<file path="src/rtl/sm_test_pkg.sv">
// Shared definitions for the sm_test stream stimulus blocks.
package sm_test_pkg;

   // Burst controller states
   typedef enum logic [1:0] {
      ST_IDLE = 2'd0,
      ST_RUN  = 2'd1,
      ST_DONE = 2'd2
   } state_t;

   // Right-shifting Fibonacci taps for x^16+x^14+x^13+x^11+1 (bits 0,2,3,5)
   localparam logic [15:0] LFSR_TAPS    = 16'h002D;
   localparam logic [15:0] DEFAULT_SEED = 16'hACE1;

   // One LFSR step: XOR of tapped bits shifts in at the top
   function automatic logic [15:0] lfsr_next(input logic [15:0] s);
      return {^(s & LFSR_TAPS), s[15:1]};
   endfunction

   // Throttle decision bit taken from the LFSR state
   function automatic logic lfsr_gap(input logic [15:0] s);
      return s[0];
   endfunction

endpackage

</file>
<file path="src/rtl/sm_lfsr16.sv">
// 16-bit Fibonacci LFSR with synchronous seed load and advance enable.
module sm_lfsr16
   import sm_test_pkg::*;
#(
   parameter logic [15:0] RESET_SEED = DEFAULT_SEED
) (
   input  logic        clk,
   input  logic        reset,
   input  logic        load,
   input  logic [15:0] seed,
   input  logic        adv,
   output logic [15:0] state
);

   // Load wins over advance so a new burst always restarts the sequence
   always_ff @(posedge clk or posedge reset) begin
      if (reset)     state <= RESET_SEED;
      else if (load) state <= seed;
      else if (adv)  state <= lfsr_next(state);
   end

endmodule

</file>
<file path="src/rtl/stream_gen.sv">
// Valid/ready burst source: incrementing data, optional LFSR-driven valid gaps.
module stream_gen
   import sm_test_pkg::*;
#(
   parameter int          WIDTH     = 8,
   parameter int          CNT_W     = 16,
   parameter int unsigned DATA_BASE = 0,
   parameter logic [15:0] LFSR_SEED = DEFAULT_SEED
) (
   input  logic             clk,
   input  logic             reset,
   input  logic             i_start,
   input  logic [CNT_W-1:0] i_count,
   input  logic             i_throttle,
   output logic             o_busy,
   output logic             o_done,
   output logic             o_valid,
   input  logic             i_ready,
   output logic [WIDTH-1:0] o_data
);

   localparam logic [WIDTH-1:0] BASE = WIDTH'(DATA_BASE);

   state_t           state, state_nx;
   logic [CNT_W-1:0] remain;      // beats not yet transferred, including the one on offer
   logic             throttle_r;
   logic             valid_nx;
   logic [15:0]      lfsr;
   logic             xfer, last, load;

   assign xfer = o_valid & i_ready;
   assign last = (remain == CNT_W'(1));
   assign load = (state == ST_IDLE) && i_start && (i_count != '0);

   sm_lfsr16 #(.RESET_SEED(LFSR_SEED)) u_lfsr (
      .clk   (clk),
      .reset (reset),
      .load  (load),
      .seed  (LFSR_SEED),
      .adv   (state == ST_RUN),
      .state (lfsr)
   );

   // Next state and next-cycle valid; valid only re-decides when the slot is free
   always_comb begin
      state_nx = state;
      valid_nx = 1'b0;
      case (state)
         ST_IDLE: begin
            if (i_start) state_nx = (i_count != '0) ? ST_RUN : ST_DONE;
         end
         ST_RUN: begin
            if (xfer && last) begin
               state_nx = ST_DONE;
               valid_nx = 1'b0;
            end else if (!o_valid || xfer) begin
               valid_nx = throttle_r ? lfsr_gap(lfsr) : 1'b1;
            end else begin
               valid_nx = 1'b1;
            end
         end
         ST_DONE: state_nx = ST_IDLE;
         default: state_nx = ST_IDLE;
      endcase
   end

   // State, counter and registered outputs
   always_ff @(posedge clk or posedge reset) begin
      if (reset) begin
         state      <= ST_IDLE;
         remain     <= '0;
         throttle_r <= 1'b0;
         o_valid    <= 1'b0;
         o_busy     <= 1'b0;
         o_done     <= 1'b0;
         o_data     <= '0;
      end else begin
         state  <= state_nx;
         o_busy <= (state_nx == ST_RUN);
         o_done <= (state_nx == ST_DONE);
         case (state)
            ST_IDLE: begin
               o_valid <= 1'b0;
               if (load) begin
                  remain     <= i_count;
                  throttle_r <= i_throttle;
                  o_data     <= BASE;
                  // First offer uses the seed bit, same as the LFSR's first RUN cycle
                  o_valid    <= i_throttle ? lfsr_gap(LFSR_SEED) : 1'b1;
               end
            end
            ST_RUN: begin
               o_valid <= valid_nx;
               if (xfer) begin
                  remain <= remain - CNT_W'(1);
                  // Hold the final value after the last beat
                  if (!last) o_data <= o_data + WIDTH'(1);
               end
            end
            default: o_valid <= 1'b0;
         endcase
      end
   end

endmodule
</file>
<file path="config.mk">
export PLATFORM = sky130hd
export DESIGN_NAME = stream_gen
export DESIGN_NICKNAME = d
export VERILOG_FILES = /design/src/rtl/sm_test_pkg.sv /design/src/rtl/sm_lfsr16.sv /design/src/rtl/stream_gen.sv
export SDC_FILE = /design/constraint.sdc
export NUM_CORES = 1
export LEC_CHECK = 0
export ABC_CLOCK_PERIOD_IN_PS = 3870
export CORE_MARGIN = 4
export CORE_UTILIZATION = 35
export DETAILED_ROUTE_END_ITERATION = 8
export PLACE_DENSITY_LB_ADDON = 0.2
export SLEW_MARGIN = 5
export SYNTH_ARGS = -nofsm -noshare
export SYNTH_HDL_FRONTEND = slang
export SYNTH_HIERARCHICAL = 1
export SYNTH_SLANG_ARGS = --single-unit
</file>
<file path="constraint.sdc">
create_clock -name clk -period 3.87 [get_ports clk]
set_input_delay 0.5805 -clock clk [delete_from_list [all_inputs] [get_ports clk]]
set_output_delay 0.5805 -clock clk [all_outputs]
set_load 0.02 [all_outputs]
</file>
==> metrics.txt <==
outcome=finished, final reports clean; hold endpoint=throttle_r; initial antenna violation count=0; routability congestion estimate=0.798; # hold bufs at CTS=0; placed cell area=3200 um^2; Lkg Pwr=between 1 and 1.5 nW; Max IR drop VDD=0.219 mV; Seq pwr share=46.1%; largest net degree at the start of global routing=38; pwr dens=549 nW/um^2; Setup-failing EPs final=0; final wirelength=6870 um; clk buf depth=2; Avg Cell Area, Syn=9.67 um^2; Setup Fix Bufs, Post-CTS=0; clock tree sinks=46; Final Cell Area=3310 um^2; CP Launch Type=input port; port buffer count=31; vias in the first global route=about 2,300; FF-to-FF setup slack=around 1.4 ns; Synth Warn #=6; initial core utilization=roughly 36%; ANT nets after route=0; Worst Hold Launch=throttle_r; sw frac=approximately 37%; CP Data Required Time=4.06 ns; total gr overflow=0; Slew Viols, Final=0; Core ar.=7730 um^2; Int Pwr=0.00115 W; measured slew at the worst slew-check pin=0.866 ns; Critical path origin=i_start; total number of vias=2,305; clock share of power=between 20% and 30%; Final Hold Fails=0; share of the synthesized area in the top cell type=34.0%; DIE AREA=9480 um^2; Slew Limit Headroom=42.2%; Worst Path Arrival=slightly below 3 ns; pre-CTS setup slack=0.789 ns; reg2reg path depth=4; first-pass GRT wire length=11,700 um; post-synthesis cell count=289; # DRC=0; setup ws final=1.11 ns; Reg clk slew, reported paths=~0.080 ns; Layout area overhead=18.4%; min cycle time layout=2.76 ns; clk_lat worst skew=0.31 ns; largest fanout on the critical path=37; Cell Area, Synth=2800 um^2; Worst Skew=0.00911 ns; H-Tree Depth=2; sequential share of the synthesized area=41.5%; RSZ-0062 raised after global routing=false; Synth Flop Type=dfrtp_1; Site Rows=32; CTS tree=yes; worst hold path type=reg -> reg; Initial DRC Count=123; Async SR Flop Fraction=100%; crit end category=register; Yosys reg bits=between 40 and 50; DR WL/cell=16.0 um; r2r endpoint=throttle_r; Synth area leader=dfrtp_1; TNS Setup=0 ns; Sw Pwr=0.000663 W; Post-synth EDFFs=0; GRT Total Usage=roughly 15%; combinational power share=about a third; total I/O pin count=32; worst r2r src=state[1]; vias per cell=5.36; detailed placer's ending HPWL=between 4000 and 5000 um; proportion of layout cells with a drive suffix above 1=10.1%; number of library cell types mapped by synthesis=52; total CTS buffers=5; Die H=97.4 um; nets=351; fin crit share=71.2%; Root Driver=clkbuf_8; die width=97.4 um; Max-Cap Viols=0; Min-Delay Path Depth=1; Initial DRT Pass Iterations=4; Area contributors post-synth=dfrtp_1 (34%), mux2i_1 (8.6%), dfstp_2 (7.5%); Highest Clock Rate=0.363 GHz; CP Class=in -> reg; post-CTS sizing=0; Ant. Diodes=0
[critical path: stages]
cell and delay, ns:
clkdlybuf4s50_1 0.45, or3b_1 0.55, nor2_2 0.55, buf_4 0.43
mux2_2 0.38
[layout by cell type (no fill, tap or decap), drive strengths merged, types with 4 or more instances in the layout]
cell and instances:
a21o 7, nand2 34, dfrtp 38, a22oi 7, nor4 7, a21oi 10, dfstp 8, nand3 9
conb 16, clkdlybuf4s50 31, inv 10, nand2b 4, nor3 7, o221ai 13, buf 5, nand4 13
o21ai 29, mux2i 24, o211ai 9, clkbuf 6, nor2 7
[state kept, by name, indices dropped and copies added, names as in the netlist]
name / cells
o_valid: 1
o_done: 1
throttle_r: 1
o_busy: 1
o_data: 8
remain: 16
state: 2
u_lfsr/state: 16
[cell type report]
type                            instances  area (um^2)
Tap cell                              102          128
Inverter                               11         41.3
Sequential cell                        46         1160
Clock inverter                          2         37.5
Clock buffer                            6         72.6
Multi-Input combinational cell        227         1520
Timing Repair Buffer                   36          348
Fill cell                             762         4420
[power by group through the flow]
| stage | Sequential, W | Combinational, W | Clock, W |
|---|---|---|---|
| 4_1_cts | 0.000838 | 0.000619 | 0.000372 |
| 3_5_place_dp | 0.000846 | 0.000615 | 0 |
| 3_3_place_gp | 0.000847 | 0.000603 | 0 |
| 2_1_floorplan | 0.000827 | 0.000446 | 0 |
| 6_report | 0.000838 | 0.000614 | 0.000364 |
| 5_1_grt | 0.000869 | 0.000687 | 0.000389 |
[logic make-up (layout without fill, tap and decap cells)]
group           count (synthesis)  in the layout  share of synthesized area, %
fa+ha+maj                       3              3                          1.34
flops                          46             46                          41.5
xor+xnor                        3              3                         0.940
buf+inv                        30             55                          5.95
compound gates                 83             83                          20.4
other cells                     2             16                         0.269
mux                            25             25                          9.00
simple gates                   97             97                          20.5
[through the flow]
stage | total power, W | util, % | cells | hold slack (ns)
finish | 0.00182 | 42.8 | 430 | 0.520
global route | 0.00194 | 42.8 | 430 | 0.546
CTS | 0.00183 | 42.8 | 430 | 0.525
detailed placement | 0.00146 | 41.4 | 422 | 0.506
global placement | 0.00145 | 41.4 | 422 | 0.493
floorplan | 0.00127 | - | 303 | 0.481
[Yosys cell counts (all sizes together) (7+ instances only)]
library cell / instances
a21o: 7
a21oi: 10
a22oi: 7
buf: 10
clkbuf: 9
dfrtp: 38
dfstp: 8
inv: 10
mux2i: 24
nand2: 34
nand3: 9
nand4: 13
nor2: 7
nor3: 7
nor4: 7
o211ai: 9
o21ai: 29
o221ai: 13
[how the worst max path moves through the flow]
| stage | end | slack, ns | depth (start not counted) |
|---|---|---|---|
| 2_1_floorplan | u_lfsr/state[12] | 1.85 | 6 |
| 3_3_place_gp | throttle_r | 0.82 | 5 |
| 3_5_place_dp | throttle_r | 0.79 | 5 |
| 4_1_cts | throttle_r | 1.12 | 5 |
| 5_1_grt | throttle_r | 1.00 | 5 |
| 6_report | throttle_r | 1.11 | 5 |
[routing by layer]
| metal | global-route usage [%] | part of all wire (%) | up-vias |
|---|---|---|---|
| met1 | 20.8 | 50 | 1097 |
| li1 | - | - | 1146 |
| met3 | 3.02 | 4.3 | 9 |
| met4 | 4.58 | 1.4 | 0 |
| met5 | 0 | 0 | - |
| met2 | 23.8 | 45 | 53 |
(Power assumes the default switching activity.)
